<file path="src/rtl/vmx_pkg.sv">
// Shared constants, FSM state encoding and tag helper for the PE chain sequencer.
package vmx_pkg;

    // Tag carried on non-weight beats; bit 7 clear so it never decodes as a load.
    localparam logic [7:0] TAG_IDLE     = 8'h7F;
    // Set on weight beats; the low 7 bits count down to 0 at the target PE.
    localparam logic [7:0] TAG_LOAD_BIT = 8'h80;

    typedef enum logic [1:0] {
        ST_IDLE,
        ST_LOAD,
        ST_COMPUTE,
        ST_DRAIN
    } state_t;

    // Head tag that makes a weight land in PE k (PE 0 is the head).
    function automatic logic [7:0] tag_for(input logic [6:0] k);
        return TAG_LOAD_BIT | {1'b0, k};
    endfunction

endpackage

</file>
<file path="src/rtl/vmx_result_fifo.sv">
// First-word-fall-through 32-bit result FIFO exposing its occupancy.
module vmx_result_fifo #(
    parameter int DEPTH = 16,
    parameter int CNT_W = 8
) (
    input  logic              clk,
    input  logic              rst_n,
    input  logic              wr_en,
    input  logic [31:0]       wr_data,
    input  logic              rd_en,
    output logic              rd_valid,
    output logic [31:0]       rd_data,
    output logic [CNT_W-1:0]  count
);

    localparam int AW = (DEPTH > 1) ? $clog2(DEPTH) : 1;

    logic [31:0]   mem [DEPTH];
    logic [AW-1:0] wr_ptr;
    logic [AW-1:0] rd_ptr;
    logic          do_rd;
    logic          full;

    assign rd_valid = (count != '0);
    assign full     = (count == CNT_W'(DEPTH));
    assign do_rd    = rd_en && rd_valid;
    assign rd_data  = mem[rd_ptr];

    // Storage array; contents need no reset since count gates visibility.
    always_ff @(posedge clk) begin
        if (wr_en) begin
            mem[wr_ptr] <= wr_data;
        end
    end

    // Pointers and occupancy; simultaneous push and pop leave count unchanged.
    always_ff @(posedge clk or negedge rst_n) begin
        if (!rst_n) begin
            wr_ptr <= '0;
            rd_ptr <= '0;
            count  <= '0;
        end else begin
            if (wr_en) begin
                wr_ptr <= wr_ptr + AW'(1);
            end
            if (do_rd) begin
                rd_ptr <= rd_ptr + AW'(1);
            end
            case ({wr_en, do_rd})
                2'b10:   count <= count + CNT_W'(1);
                2'b01:   count <= count - CNT_W'(1);
                default: count <= count;
            endcase
        end
    end

    // Upstream credit accounting must never push into a full FIFO.
    a_no_overflow: assert property (@(posedge clk) disable iff (!rst_n) !(wr_en && full));

endmodule

</file>
<file path="src/rtl/vmx_pe_chain_sequencer.sv">
// Sequencer for a linear chain of vector-matrix PEs: loads one weight per PE via
// the head tag, streams activations with zero partial sum, and collects the tail
// sums into a credit-protected result FIFO.
module vmx_pe_chain_sequencer #(
    parameter int N_PE      = 8,
    parameter int RES_DEPTH = 16,
    parameter int CNT_W     = 8
) (
    input  logic        clk,
    input  logic        rst_n,
    input  logic        start,
    input  logic        cfg_simd_mode,
    output logic        busy,
    output logic        done,
    input  logic        w_valid,
    output logic        w_ready,
    input  logic [15:0] w_data,
    input  logic        a_valid,
    output logic        a_ready,
    input  logic [15:0] a_data,
    input  logic        a_last,
    output logic        r_valid,
    input  logic        r_ready,
    output logic [31:0] r_data,
    output logic        pe_simd_mode,
    output logic [7:0]  pe_is_weight,
    output logic [15:0] pe_data,
    output logic [31:0] pe_sum_in,
    input  logic [31:0] pe_sum_out
);

    import vmx_pkg::*;

    localparam logic [6:0] LAST_WIDX = 7'(N_PE - 1);

    state_t           state_q;
    state_t           state_d;
    logic [6:0]       widx_q;
    logic [N_PE-1:0]  vld_sr;
    logic [CNT_W-1:0] inflight_q;
    logic [CNT_W-1:0] fifo_count;
    logic             w_hs;
    logic             a_hs;
    logic             start_acc;
    logic             capture;
    logic             credit_ok;

    assign w_hs      = w_valid && w_ready;
    assign a_hs      = a_valid && a_ready;
    assign start_acc = (state_q == ST_IDLE) && start;
    assign capture   = vld_sr[N_PE-1];
    // Every issued beat already owns a FIFO slot, so the FIFO can never overflow.
    assign credit_ok = (fifo_count + inflight_q) < CNT_W'(RES_DEPTH);
    assign pe_sum_in = '0;

    // FSM state register.
    always_ff @(posedge clk or negedge rst_n) begin
        if (!rst_n) begin
            state_q <= ST_IDLE;
        end else begin
            state_q <= state_d;
        end
    end

    // FSM next-state logic.
    always_comb begin
        state_d = state_q;
        case (state_q)
            ST_IDLE:    if (start)                       state_d = ST_LOAD;
            ST_LOAD:    if (w_hs && widx_q == LAST_WIDX) state_d = ST_COMPUTE;
            ST_COMPUTE: if (a_hs && a_last)              state_d = ST_DRAIN;
            ST_DRAIN:   if (inflight_q == '0)            state_d = ST_IDLE;
            default:                                     state_d = ST_IDLE;
        endcase
    end

    // FSM outputs: stream readiness, busy, and the completion pulse.
    always_comb begin
        w_ready = 1'b0;
        a_ready = 1'b0;
        done    = 1'b0;
        busy    = (state_q != ST_IDLE);
        case (state_q)
            ST_LOAD:    w_ready = 1'b1;
            ST_COMPUTE: a_ready = credit_ok;
            ST_DRAIN:   done    = (inflight_q == '0);
            default:    ;
        endcase
    end

    // Weight index and job-wide simd mode, both captured on an accepted start.
    always_ff @(posedge clk or negedge rst_n) begin
        if (!rst_n) begin
            widx_q       <= '0;
            pe_simd_mode <= 1'b0;
        end else if (start_acc) begin
            widx_q       <= '0;
            pe_simd_mode <= cfg_simd_mode;
        end else if (w_hs) begin
            widx_q       <= widx_q + 7'd1;
        end
    end

    // Chain-head registers: one cycle of weight, activation, or idle bubble.
    always_ff @(posedge clk or negedge rst_n) begin
        if (!rst_n) begin
            pe_is_weight <= TAG_IDLE;
            pe_data      <= '0;
        end else if (w_hs) begin
            pe_is_weight <= tag_for(widx_q);
            pe_data      <= w_data;
        end else if (a_hs) begin
            pe_is_weight <= TAG_IDLE;
            pe_data      <= a_data;
        end else begin
            pe_is_weight <= TAG_IDLE;
            pe_data      <= '0;
        end
    end

    // Valid shift register mirrors activation beats walking down the chain.
    generate
        if (N_PE == 1) begin : g_sr1
            always_ff @(posedge clk or negedge rst_n) begin
                if (!rst_n) begin
                    vld_sr <= '0;
                end else begin
                    vld_sr <= a_hs;
                end
            end
        end else begin : g_srn
            always_ff @(posedge clk or negedge rst_n) begin
                if (!rst_n) begin
                    vld_sr <= '0;
                end else begin
                    vld_sr <= {vld_sr[N_PE-2:0], a_hs};
                end
            end
        end
    endgenerate

    // In-flight count tracks the ones held in the valid shift register.
    always_ff @(posedge clk or negedge rst_n) begin
        if (!rst_n) begin
            inflight_q <= '0;
        end else begin
            case ({a_hs, capture})
                2'b10:   inflight_q <= inflight_q + CNT_W'(1);
                2'b01:   inflight_q <= inflight_q - CNT_W'(1);
                default: inflight_q <= inflight_q;
            endcase
        end
    end

    vmx_result_fifo #(
        .DEPTH (RES_DEPTH),
        .CNT_W (CNT_W)
    ) u_res_fifo (
        .clk      (clk),
        .rst_n    (rst_n),
        .wr_en    (capture),
        .wr_data  (pe_sum_out),
        .rd_en    (r_ready),
        .rd_valid (r_valid),
        .rd_data  (r_data),
        .count    (fifo_count)
    );

endmodule

</file>
<file path="config.mk">
export PLATFORM = sky130hd
export DESIGN_NAME = vmx_pe_chain_sequencer
export DESIGN_NICKNAME = d
export VERILOG_FILES = /design/src/rtl/vmx_pkg.sv /design/src/rtl/vmx_result_fifo.sv /design/src/rtl/vmx_pe_chain_sequencer.sv
export SDC_FILE = /design/constraint.sdc
export NUM_CORES = 1
export LEC_CHECK = 0
export CAP_MARGIN = 10
export CORE_MARGIN = 8
export CORE_UTILIZATION = 60
export DETAILED_ROUTE_END_ITERATION = 10
export DONT_BUFFER_PORTS = 1
export PLACE_DENSITY = 0.83
export SETUP_SLACK_MARGIN = 0.3
export SKIP_CTS_REPAIR_TIMING = 1
export SYNTH_ARGS = -nofsm -noshare
export SYNTH_HDL_FRONTEND = slang
export SYNTH_SLANG_ARGS = --single-unit
</file>
<file path="constraint.sdc">
create_clock -name clk -period 7.3 [get_ports clk]
set_input_delay 0.365 -clock clk [delete_from_list [all_inputs] [get_ports clk]]
set_output_delay 0.365 -clock clk [all_outputs]
set_load 0.05 [all_outputs]
</file>
### After elaboration in Yosys (flattened, before gate mapping)

Memory sizes are Yosys's and may differ from the RTL's.
Index checks and enable logic that the tools add are counted.

| cells by class | value |
|---|---|
| multiplexer cells | 17 |
| $lt $le $gt $ge | 1 |
| eq/ne operators | 12 |
| reductions and logical operators | 14 |
| add/subtract/negate cells | 8 |

Operator list:

| cell | number |
|---|---|
| 16-bit two-way mux | 2 |
| 8-bit case mux with 2 select lines | 2 |
| 8-bit by 1-bit adder with 8-bit output, second input constant | 2 |
| 8-bit by 1-bit subtractor with 8-bit output, second input constant | 2 |
| 7-bit two-way mux | 2 |
| 4-bit by 1-bit adder with 4-bit output, second input constant | 2 |
| 8-bit adder | 1 |
| 2-bit == test, second input constant | 4 |
| 8-bit zero test | 1 |
| 8-bit by 5-bit < comparator with 1-bit output, second input constant | 1 |
| 2-bit two-way mux | 4 |
| 8-bit two-way mux | 1 |
| 2-bit inequality test, second input constant | 4 |
| 2-bit case mux with 4 select lines | 1 |
| 2-bit nonzero test | 4 |
| 8-bit nonzero test | 1 |
| 7-bit by 1-bit adder with 7-bit output, second input constant | 1 |
| 7-bit by 3-bit == test with 1-bit output, second input constant | 1 |
| 2-bit by 1-bit == test with 1-bit output, second input constant | 3 |
| 1-bit logical AND | 6 |
| 1-bit two-way mux | 5 |
| 4-bit AND reduction | 1 |
| 2-bit zero test | 1 |

| word-level totals | value |
|---|---|
| RAM bits | 512 |
| memories kept | 1 |
| input port bits | 72 |
| flip-flop bits (word level) | 66 |

Memory list:

| memory | depth | width | read ports | clocked after Yosys merged registers in | wr ports | RTL line | text |
|---|---|---|---|---|---|---|---|
| u_res_fifo.mem | 16 | 32 | 1 | 0 | 1 | vmx_result_fifo.sv:18 | `logic [31:0] mem [DEPTH];` |

### Longest topological paths before layout

Gate-level depths: netlist (run 1).

| depth | value |
|---|---|
| depth after elaboration | 7 |
| depth in mapped cells | 19 |
| gate-level depth less buffers | 17 |

### By module

A second synthesis (run 1) with hierarchy kept.

| unflattened totals | value |
|---|---|
| cell total of the unflattened synthesis | 1113 |
| area, all modules | 23120.9 µm² |

Modules (own cells, without submodules):

| module | area each (µm²) | cells each | times used | sequential area each (µm²) |
|---|---|---|---|---|
| vmx_result_fifo | 20337.0 | 831 | 1 | 15775.1 |
| vmx_pe_chain_sequencer | 2783.9 | 282 | 1 | 1260.0 |

### Least setup slack after synthesis (run 1)

OpenSTA, ideal clock, no wires.

| path | value |
|---|---|
| path kind | reg-to-reg |
| start | reg inflight_q[6] |
| end | reg inflight_q[7] |
| arrival time | 3.832 ns |
| required time | 7.174 ns |
| path slack | 3.342 ns |
| stages on the path, launching flop included | 18 |
| path through | dfrtp_1 > ha_1 > a21oi_1 > o32ai_1 > a211o_1 > a21oi_2 > and2_1 > buf_6 > buf_12 > inv_1 > ha_1 > ha_1 > a21o_1 > a21oi_1 > o211ai_1 > a21o_1 > and3b_1 > xor2_1 |

| between the ends | value |
|---|---|
| cells in the longest elaborated chain, start to end | 6 |
| elaborated cells on any way between the ends | 10 |
| classes of those cells | add/sub (3); order compare (1); eq/ne (2); mux (2); reduce/logical (2) |

RTL lines:

| element | RTL line | text |
|---|---|---|
| from (decl) | vmx_pe_chain_sequencer.sv:40 | `logic [CNT_W-1:0] inflight_q;` |
| from (signal assigned) | vmx_pe_chain_sequencer.sv:148 | `2'b10: inflight_q <= inflight_q + CNT_W'(1);` |
| from (signal assigned) | vmx_pe_chain_sequencer.sv:149 | `2'b01: inflight_q <= inflight_q - CNT_W'(1);` |
| from (signal assigned) | vmx_pe_chain_sequencer.sv:150 | `default: inflight_q <= inflight_q;` |
| 8-bit adder (*) | vmx_pe_chain_sequencer.sv:53 | `assign credit_ok = (fifo_count + inflight_q) < CNT_W'(RES_DEPTH);` |
| 8-bit by 5-bit < comparator with 1-bit output (*) | vmx_pe_chain_sequencer.sv:53 |  |
| 1-bit two-way mux (*) | vmx_pe_chain_sequencer.sv:83 | `case (state_q)` |
| net a_ready | vmx_pe_chain_sequencer.sv:19 | `output logic a_ready,` |
| 1-bit logical AND (*) | vmx_pe_chain_sequencer.sv:49 | `assign a_hs = a_valid && a_ready;` |
| net a_hs | vmx_pe_chain_sequencer.sv:43 | `logic a_hs;` |
| 2-bit by 1-bit == test with 1-bit output / 2-bit == test (equally long branches) | vmx_pe_chain_sequencer.sv:147 | `case ({a_hs, capture})` |
| 8-bit case mux with 2 select lines / 2-bit nonzero test (equally long branches) | -- |  |

The timed path passes the listed nets; every way through them passes the cells marked *.
A chain may end at the register's enable or synchronous reset.

### Worst setup path after layout (run 1)

| path | value |
|---|---|
| start | reg inflight_q[6] |
| end | reg inflight_q[6] |

| between the ends | value |
|---|---|
| cells in the longest elaborated chain, start to end | 6 |
| elaborated cells on any way between the ends | 10 |
| classes of those cells | add/sub (3); order compare (1); eq/ne (2); mux (2); reduce/logical (2) |

RTL lines:

| element | RTL line |
|---|---|
| 8-bit adder (*) | vmx_pe_chain_sequencer.sv:53 |
| 8-bit by 5-bit < comparator with 1-bit output (*) | vmx_pe_chain_sequencer.sv:53 |
| 1-bit two-way mux (*) | vmx_pe_chain_sequencer.sv:83 |
| net a_ready | vmx_pe_chain_sequencer.sv:19 |
| 1-bit logical AND (*) | vmx_pe_chain_sequencer.sv:49 |
| 2-bit by 1-bit == test with 1-bit output / 2-bit == test (equally long branches) | vmx_pe_chain_sequencer.sv:147 |
| 8-bit case mux with 2 select lines / 2-bit nonzero test (equally long branches) | -- |

Marked as above.

==> run summary, run 1 <==
CP required: 7.77 ns
IO Pins: 166
Crit start category: flip-flop
Vias in the first global route: 11.7k
Fin. max-slew vios: 0
Ys Warns: 0
Port Buf Inserts: 0
DRC viols: 0
GRT Util Overall: 23.9%
Cells after Synth: 1090
Synth area leader: edfxtp_1
Post-synthesis sequential area ratio: 74.3%
Mapped Area: 22900 um2
Bufs on Longest Clock Path: 3
Run status: finished, final reports clean
Fraction of layout cells with a size suffix above 1: 24.6%
Reg clk slew, reported paths: 0.07 ns
Final HPWL DP: 28000 um
Initial antenna violation count: 7
Hold Path Class: in2reg
Max_cap viols: 0
Ys flop type: edfxtp_1
Die width: 212 um
Grt ovf: 0
Crit path DAT: 5.12 ns
Final nets: 1276
Post-synth ARST share: 11.4%
First-pass GRT wire length: 77400 um
Synth area leaders: edfxtp_1 67%, mux4_2 16%, dfrtp_1 6.4%
RePlAce Congestion: 0.822
Final Hold Violating Endpoints: 0
Clk Latency, worst-skew pair: 0.62 ns
Final period util: 63.6%
H-tree depth: 2
Core area: 37700 um2
Placed Area: 23500 um2
Remaining antenna violation count: 0
Initial Utilization: 60.9%
TritonCTS clock tree: yes
CP max FO: 18
Rel. slew slack: 22.7%
Avg Cell Area, Syn: 21.0 um2
Largest net degree at the start of global routing: 73
Post-Layout Inst Area: 25800 um2
Drt first-iter violations: 1279
Placed cells: 1573
Critical path endpoint category: flip-flop
DIE AREA: 44700 um2
First-pass DRT Iterations: 5
Most frequent cells after synthesis: 512 x edfxtp_1, 160 x mux4_2, 59 x dfrtp_1
Number of flops mapped to enable cells by yosys: 512
Num CTS Buffers: 55
Max VDD drop: 274 uV
Fmax: 0.215 GHz
Count leader, synth: edfxtp_1
LEAKAGE: 8.68 nW
Vias: 11.2k
Layout area overhead: 12.6%
Critical Setup Path Class: reg2reg
Setup tns final: 0 ns
Post-synth cell types: 48
CTS root buf: clkbuf_16
Seq cells post-synth: 578
Post-route clock skew: 0.0190 ns
CTS sink count: 578
Actual slew at the worst max-slew pin: 1.16 ns
Site row count: 71
WL per Instance: 30.6 um
Die outline height: 212 um
Power per Cell Area: 374 nW/um2
Final setup vio count: 0
Post-route minimum period: 4.64 ns
Unrepaired setup endpoints after global routing: false
Share of the synthesized area in the top cell type: 67.0%
Overall routed net length: 53000 um
Finished Layout Cells: 1730
Via/cell ratio: 6.47
==> kinds of logic after synthesis <==
group	synth area share (%)
buf+inv	2.42
simple gates	2.69
mux	15.9
flops	74.3
compound gates	1.97
fa+ha+maj	1.87
other cells	0.0163
xor+xnor	0.916
==> stage by stage <==
stage,power [mW],hold WS (ns),util (%),setup slack (ns)
finish,9.67,0.00580,68.6,2.66
global placement,6.78,0.0719,62.4,2.89
global route,9.99,0.00151,68.6,2.28
detailed placement,6.83,0.0717,62.4,2.71
CTS,9.68,-0.584,67.1,2.69
floorplan,6.37,0.0694,-,3.34
==> cell usage in the layout, fill, tap and decap left out, types with 7 or more instances in the layout <==
cell type / n
edfxtp_1: 512
mux4_2: 160
clkbuf_16: 56
dfrtp_1: 55
dlygate4sd3_1: 51
nand2_1: 32
conb_1: 32
ha_1: 31
buf_4: 24
inv_1: 22
and3_1: 19
clkbuf_1: 19
xor2_1: 16
o21ai_0: 16
nor2_1: 13
nor2_4: 12
nand2b_1: 9
xnor2_1: 8
a31o_1: 8
a31o_2: 8
clkinv_2: 7
clkinv_1: 7
dfstp_2: 7
==> critical path, cell delays in order (launching register included) <==
cell      delay (ns)
dfrtp_1         0.43
ha_1            0.40
a21oi_1         0.24
o32ai_1         0.10
a211o_1         0.30
a21oi_2         0.55
and2_1          0.62
inv_1           0.10
ha_1            0.33
ha_1            0.36
nor2b_1         0.14
o21ai_0         0.22
a21boi_0        0.16
o21ai_0         0.21
nor3b_1         0.24
o31ai_1         0.09
==> layout make-up <==
| class | count | area [um2] |
|---|---|---|
| Clock buffer | 78 | 1510 |
| Timing Repair Buffer | 76 | 718 |
| Tap cell | 511 | 639 |
| Fill cell | 2271 | 11800 |
| Sequential cell | 578 | 17000 |
| Inverter | 22 | 82.6 |
| Antenna cell | 4 | 10.0 |
| Multi-Input combinational cell | 438 | 5570 |
| Clock inverter | 23 | 250 |
==> path summary, 6_finish.rpt <==
check                                          startpoint                   endpoint  slack, ns  cells past startpoint
worst max-delay path            inflight_q[6]$_DFFE_PN0P_  inflight_q[6]$_DFFE_PN0P_       2.66                     15
worst min-delay path                              w_valid      pe_data[14]$_DFF_PN0_      0.006                      2
worst max register to register  inflight_q[6]$_DFFE_PN0P_  inflight_q[6]$_DFFE_PN0P_       2.66                     15
worst min register to register        vld_sr[6]$_DFF_PN0_        vld_sr[7]$_DFF_PN0_       0.35                      0
max in group asynchronous                           rst_n  pe_is_weight[2]$_DFF_PN1_       6.70                      2
min in group asynchronous                           rst_n      pe_data[15]$_DFF_PN0_       0.27                      2
==> where the power goes <==
| part | internal [mW] | total (mW) | switching [mW] |
|---|---|---|---|
| sequential | 3.70 | 4.12 | 0.417 |
| combinational | 1.11 | 2.73 | 1.62 |
| clock | 1.60 | 2.81 | 1.22 |
==> layer usage <==
layer	part of all wire (%)	GRT usage [%]	up-vias
li1	-	-	4563
met1	36	29.5	5858
met2	52	40.9	682
met3	9.8	7.05	93
met4	2.4	6.97	2
met5	0.021	0	-
==> flip-flops by register name, summed over array words and instances, names as in the netlist, 7 cells and up <==
signal and cells:
u_res_fifo.mem 512, pe_data 16, inflight_q 8, pe_is_weight 8, u_res_fifo.count 8, vld_sr 8, widx_q 7
(Power assumes the default switching activity.)
==> inputs of run 2 (changes only) <==
--- a/config.mk
+++ b/config.mk
@@ -5,6 +5,7 @@
 export SDC_FILE = /design/constraint.sdc
 export NUM_CORES = 1
 export LEC_CHECK = 0
+export ABC_AREA = 1
 export CAP_MARGIN = 10
 export CORE_MARGIN = 8
 export CORE_UTILIZATION = 60
==> constraint.sdc (replaced) <==
create_clock -name clk -period 4.6 [get_ports clk]
set_input_delay 0.23 -clock clk [delete_from_list [all_inputs] [get_ports clk]]
set_output_delay 0.23 -clock clk [all_outputs]
set_load 0.05 [all_outputs]
==> run 2 against run 1 <==
- die area is 3.2% higher
- count of clock-buffer cells in the layout is 4 lower
- utilization decreased by 1.2 points
- combinational power grew 99%
- highest routed layer unchanged
==> run summary, run 2 <==
Mapped Area: 23700 um2
Via/cell ratio: 6.24
Placed cells: 2176
Port Buf Inserts: 0
Synth area leader: edfxtp_1
Initial Utilization: 60.3%
Ys flop type: edfxtp_1
Bufs on Longest Clock Path: 3
Fin. max-slew vios: 0
Final setup vio count: 0
Largest Register: u_res_fifo.mem
Slowest stage cell, crit path: buf_4
Core area: 39400 um2
Layout area overhead: 11.8%
GRT Util Overall: 21.9%
Final Hold Violating Endpoints: 0
Post-synthesis sequential area ratio: 71.8%
Actual slew at the worst max-slew pin: 1.20 ns
Overall routed net length: 54000 um
H-tree depth: 2
Placed Area: 24100 um2
Remaining antenna violation count: 0
Top flop regs: u_res_fifo.mem: 512 flops, pe_data: 16 flops
Critical path endpoint category: output pin
Most frequent cells in the layout: 512 x edfxtp_1, 208 x nor2_1, 168 x nand2_1, 151 x o21ai_0
Post-route minimum period: 3.89 ns
Crit path DAT: 3.66 ns
Fraction of layout cells with a size suffix above 1: 8.35%
Seq cells post-synth: 578
Setup tns final: 0 ns
Crit start category: flip-flop
Max reg flops: 512
TritonCTS clock tree: yes
Cells on Worst Hold Path: 4
IO Pins: 166
Post-synth cell types: 36
Final nets: 1884
First-pass DRT Iterations: 6
Commonest non-fill, non-tap cell in the layout: edfxtp_1
Number of flops mapped to enable cells by yosys: 512
Clk Latency, worst-skew pair: 0.60 ns
Avg Cell Area, Syn: 13.7 um2
LEAKAGE: 9.40 nW
Post-Layout Inst Area: 26500 um2
Share of the synthesized area in the top cell type: 64.8%
Critical Setup Path Class: reg2out
Finished Layout Cells: 2347
WL per Instance: 23.0 um
CP max FO: 86
Largest net degree at the start of global routing: 101
Die width: 215 um
Rel. slew slack: 20.0%
CP required: 4.37 ns
Power per Cell Area: 608 nW/um2
Fillers: 2513
Fmax: 0.257 GHz
CP peak stage delay: 0.93 ns
Site row count: 73
Initial antenna violation count: 3
Num CTS Buffers: 54
Unrepaired setup endpoints after global routing: false
Cells after Synth: 1726
Count leader, synth: edfxtp_1
Ys Warns: 0
First-pass GRT wire length: 79900 um
CTS root buf: clkbuf_16
Reg2Reg Depth: 20
Die outline height: 215 um
Hold Path Class: in2reg
DRC viols: 0
Final period util: 84.5%
CTS sink count: 578
Synth area leaders: edfxtp_1 65%, dfrtp_1 6.2%, mux2i_1 4.1%
Reg clk slew, reported paths: 0.06 ns
Critical Path, Cell by Cell: buf_4, o21ai_0, o221ai_1, nand3_1, nand2_1
Vias: 14.6k
Grt ovf: 0
Run status: finished, final reports clean
DIE AREA: 46200 um2
Max VDD drop: 506 uV
Final HPWL DP: 29000 um
Most frequent cells after synthesis: 512 x edfxtp_1, 224 x nor2_1, 168 x nand2_1
Hold Slack: 0.0957 ns
Drt first-iter violations: 1781
Post-route clock skew: 0.0177 ns
Vias in the first global route: 14.3k
Post-synth ARST share: 11.4%
RePlAce Congestion: 0.842
Max_cap viols: 0
[run 2: worst paths after layout]
path / startpoint / end / slack, ns
setup / recovery: u_res_fifo.rd_ptr[0]$_DFFE_PN0P_ / r_data[3] / 0.71
hold / removal: w_valid / widx_q[1]$_DFFE_PN0P_ / 0.1
setup reg to reg: inflight_q[5]$_DFFE_PN0P_ / inflight_q[5]$_DFFE_PN0P_ / 0.80
hold reg to reg: vld_sr[4]$_DFF_PN0_ / vld_sr[5]$_DFF_PN0_ / 0.35
max in group asynchronous: rst_n / pe_is_weight[0]$_DFF_PN1_ / 4.10
min in group asynchronous: rst_n / state_q[0]$_DFFE_PN0P_ / 0.18
[run 2: metrics by stage]
| stage | util (%) | setup slack, ns | total power [mW] |
|---|---|---|---|
| 3_3_place_gp | 61.3 | 1.12 | 11.6 |
| 4_1_cts | 65.5 | 0.746 | 15.9 |
| 2_1_floorplan | - | 1.34 | 10.8 |
| 5_1_grt | 67.4 | 0.510 | 16.8 |
| 6_report | 67.4 | 0.712 | 16.1 |
| 3_5_place_dp | 61.3 | 0.880 | 11.8 |
[run 2: cell families (layout without fill, tap and decap cells)]
family / count (synthesis) / after routing / synth area share (%)
muxes: 97 / 97 / 4.09
adders and majority gates: 33 / 33 / 1.80
DFF: 578 / 578 / 71.8
other: 1 / 33 / 0.0158
xor gates and xnor gates: 14 / 14 / 0.517
buffers and inverters: 201 / 265 / 4.25
and+or+nand+nor: 459 / 459 / 7.73
AOI/OAI and AO/OA: 343 / 343 / 9.78
[run 2: power breakdown]
part / switching [mW] / total, mW / internal (mW)
clock network: 1.85 / 4.16 / 2.31
registers: 0.610 / 6.52 / 5.91
logic: 3.94 / 5.43 / 1.49
[run 2: per-layer routing]
layer | up-vias | wire (um) | track usage, %
met2 | 837 | 26800 | 36.6
li1 | 6482 | - | -
met3 | 140 | 5110 | 5.15
met5 | - | 27 | 0
met1 | 7171 | 20400 | 28.0
met4 | 4 | 1680 | 7.84
[run 2: critical path, delay by kind of cell, from the launching register on]
kind            cells  cell delay (ns)
buf+inv             1             0.93
flops               1             0.90
simple gates        2             0.58
compound gates      2             0.55
[run 2: layout make-up]
| class | instances | area (um2) | share of cell area, % |
|---|---|---|---|
| Sequential cell | 578 | 17000 | 64.3 |
| Tap cell | 525 | 657 | 2.48 |
| Inverter | 66 | 250 | 0.944 |
| Timing Repair Buffer | 101 | 993 | 3.75 |
| Antenna cell | 1 | 2.50 | 0.00944 |
| Clock buffer | 74 | 1520 | 5.73 |
| Multi-Input combinational cell | 978 | 5910 | 22.3 |
| Clock inverter | 24 | 135 | 0.510 |
==> inputs of run 3 (changes only) <==
--- a/config.mk
+++ b/config.mk
@@ -5,7 +5,7 @@
 export SDC_FILE = /design/constraint.sdc
 export NUM_CORES = 1
 export LEC_CHECK = 0
-export ABC_AREA = 1
+export ABC_AREA = 0
 export CAP_MARGIN = 10
 export CORE_MARGIN = 8
 export CORE_UTILIZATION = 60
==> constraint.sdc (replaced) <==
create_clock -name clk -period 4 [get_ports clk]
set_input_delay 0.2 -clock clk [delete_from_list [all_inputs] [get_ports clk]]
set_output_delay 0.2 -clock clk [all_outputs]
set_load 0.05 [all_outputs]
==> run 3 against run 2 <==
- the flow now finishes with violations (hold timing)
- global-route usage up 2.3 points
- largest cell class unchanged
- clock skew up 0.0036 ns
- via count down 22%
- critical path depth up 10
- non-clock buffer count up 4
- utilization up 1.9 points
- register-to-register slack worse by 0.28 ns
- routed wire length up 1.2%
==> run summary, run 3 (synthesis results as in run 1) <==
Run status: complete, but fails checks
Failing checks: hold timing
GRT Util Overall: 24.2%
Max VDD drop: 459 uV
CP peak stage delay: 0.42 ns
Die width: 212 um
Final core occ: 69.3%
Final HPWL DP: 28500 um
Crit Reg-Reg Endpoint: inflight_q[6]$_DFFE_PN0P_
CP max FO: 9
Reg2Reg Depth: 15
Final setup vio count: 0
WL per Instance: 31.1 um
Num CTS Buffers: 54
Cells on Worst Hold Path: 2
RR Startpoint: u_res_fifo.count[6]$_DFFE_PN0P_
Post-route clock skew: 0.0213 ns
Largest net degree at the start of global routing: 67
Critical Path, Cell by Cell: ha_2, a21oi_2, a311oi_1, nand3_1, a21oi_4, and2_1, inv_1, ha_2, ha_1, nor2b_1, o21ai_0, a21boi_0, o21ai_1, a21boi_0, o31ai_1
Final period util: 87.1%
DR WL met2: 28600 um
Remaining antenna violation count: 0
Largest Register: u_res_fifo.mem
Fillers: 2211
Critical path endpoint category: flip-flop
Vias: 11.4k
H-tree depth: 2
Worst hold start: w_valid
Post-route minimum period: 3.48 ns
Grt ovf: 0
Highest Signal Layer: met5
CTS root buf: clkbuf_16
RePlAce Congestion: 0.802
IO Pins: 166
Final Hold Violating Endpoints: 2
Die outline height: 212 um
Drt first-iter violations: 1198
Unrepaired setup endpoints after global routing: false
Fraction of layout cells with a size suffix above 1: 25.2%
First-pass GRT wire length: 78200 um
Max_cap viols: 0
Met1 WL: 19700 um
Power per Cell Area: 676 nW/um2
Commonest non-fill, non-tap cell in the layout: edfxtp_1
CP required: 4.47 ns
Hold Path Class: in2reg
Clk Latency, worst-skew pair: 0.59 ns
Worst path bufs/invs: 1
Top flop regs: u_res_fifo.mem: 512 flops, pe_data: 16 flops
Hold EP: pe_is_weight[7]$_DFF_PN0_
DIE AREA: 44700 um2
Hold Slack: -0.0106 ns
Reg2Reg Setup Slack: 0.52 ns
Core area: 37700 um2
Rel. slew slack: 26.9%
Site row count: 71
Met3 Routed Length: 4630 um
Actual slew at the worst max-slew pin: 1.10 ns
Crit path DAT: 3.95 ns
Initial Utilization: 60.9%
DRC viols: 0
Critical Setup Path Class: reg2reg
Fin. max-slew vios: 0
Most frequent cells in the layout: 512 x edfxtp_1, 160 x mux4_2, 66 x dlygate4sd3_1, 55 x clkbuf_16, 55 x dfrtp_1
Layout area overhead: 13.8%
First-pass DRT Iterations: 5
Max reg flops: 512
Setup tns final: 0 ns
Slowest stage cell, crit path: dfrtp_1
Bufs on Longest Clock Path: 3
Port Buf Inserts: 0
Crit start category: flip-flop
TritonCTS clock tree: yes
CTS sink count: 578
Vias in the first global route: 11.8k
Via/cell ratio: 6.48
Reg clk slew, reported paths: 0.06 ns
Initial antenna violation count: 2
Overall routed net length: 54600 um
LEAKAGE: 8.83 nW
Final nets: 1304
Cell family with most CP delay: compound AO/OA/AOI/OAI gates
Fmax: 0.287 GHz
## run 3: cell types whose count changed in the layout (fill, tap and decap cells not counted), moves of 11 or more
| cell | before | now |
|---|---|---|
| a21oi_1 | 15 | 4 |
| and3_1 | 0 | 19 |
| inv_1 | 62 | 22 |
| mux2i_1 | 97 | 0 |
| mux4_2 | 0 | 160 |
| nand2_1 | 168 | 32 |
| nand3_1 | 47 | 6 |
| nor2_1 | 208 | 13 |
| o211ai_1 | 33 | 2 |
| o21ai_0 | 151 | 15 |
| o221ai_1 | 97 | 0 |
| o32ai_1 | 31 | 1 |
## run 3: through the flow
stage / power [mW] / instance area (um2) / setup slack [ns] / hold slack, ns / std cells
after global placement: 12.5 / 23700 / 0.630 / -0.0930 / 1587
after CTS: 17.6 / 25400 / 0.463 / -0.698 / 1688
after detailed placement: 12.6 / 23700 / 0.495 / -0.0933 / 1587
after global routing: 18.2 / 26100 / 0.298 / 0.00657 / 1756
final: 17.6 / 26100 / 0.517 / -0.0106 / 1756
after floorplan: 11.6 / 23100 / 0.315 / -0.0956 / 1121
## run 3: final cells by class
class | count | area (um2) | share of cell area [%]
Inverter | 22 | 82.6 | 0.316
Antenna cell | 1 | 2.50 | 0.00959
Tap cell | 511 | 639 | 2.45
Timing Repair Buffer | 105 | 1050 | 4.02
Sequential cell | 578 | 17000 | 65.3
Clock buffer | 76 | 1470 | 5.61
Clock inverter | 25 | 228 | 0.872
Multi-Input combinational cell | 438 | 5590 | 21.4
## run 3: worst max-delay path by stage
stage,startpoint,endpoint,slack (ns),depth (start not counted)
2_1_floorplan,inflight_q[6]$_DFFE_PN0P_,inflight_q[7]$_DFFE_PN0P_,0.31,17
3_3_place_gp,inflight_q[6]$_DFFE_PN0P_,inflight_q[6]$_DFFE_PN0P_,0.63,15
3_5_place_dp,inflight_q[6]$_DFFE_PN0P_,inflight_q[6]$_DFFE_PN0P_,0.50,15
4_1_cts,inflight_q[6]$_DFFE_PN0P_,inflight_q[6]$_DFFE_PN0P_,0.46,15
5_1_grt,inflight_q[6]$_DFFE_PN0P_,inflight_q[6]$_DFFE_PN0P_,0.30,15
6_report,u_res_fifo.count[6]$_DFFE_PN0P_,inflight_q[6]$_DFFE_PN0P_,0.52,15
## run 3: where the power goes
group / leakage, nW / total (mW) / internal (mW) / switching [mW]
sequential: 5.45 / 7.48 / 6.76 / 0.721
combinational: 2.56 / 5.18 / 2.15 / 3.03
clock: 0.814 / 4.98 / 2.81 / 2.17
total: 8.83 / 17.6 / 11.7 / 5.91
## run 3: layer usage
| layer | up-vias | GRT usage [%] |
|---|---|---|
| met5 | - | 0 |
| li1 | 4617 | - |
| met1 | 5990 | 29.2 |
| met4 | 2 | 8.46 |
| met3 | 108 | 6.29 |
| met2 | 658 | 42.2 |
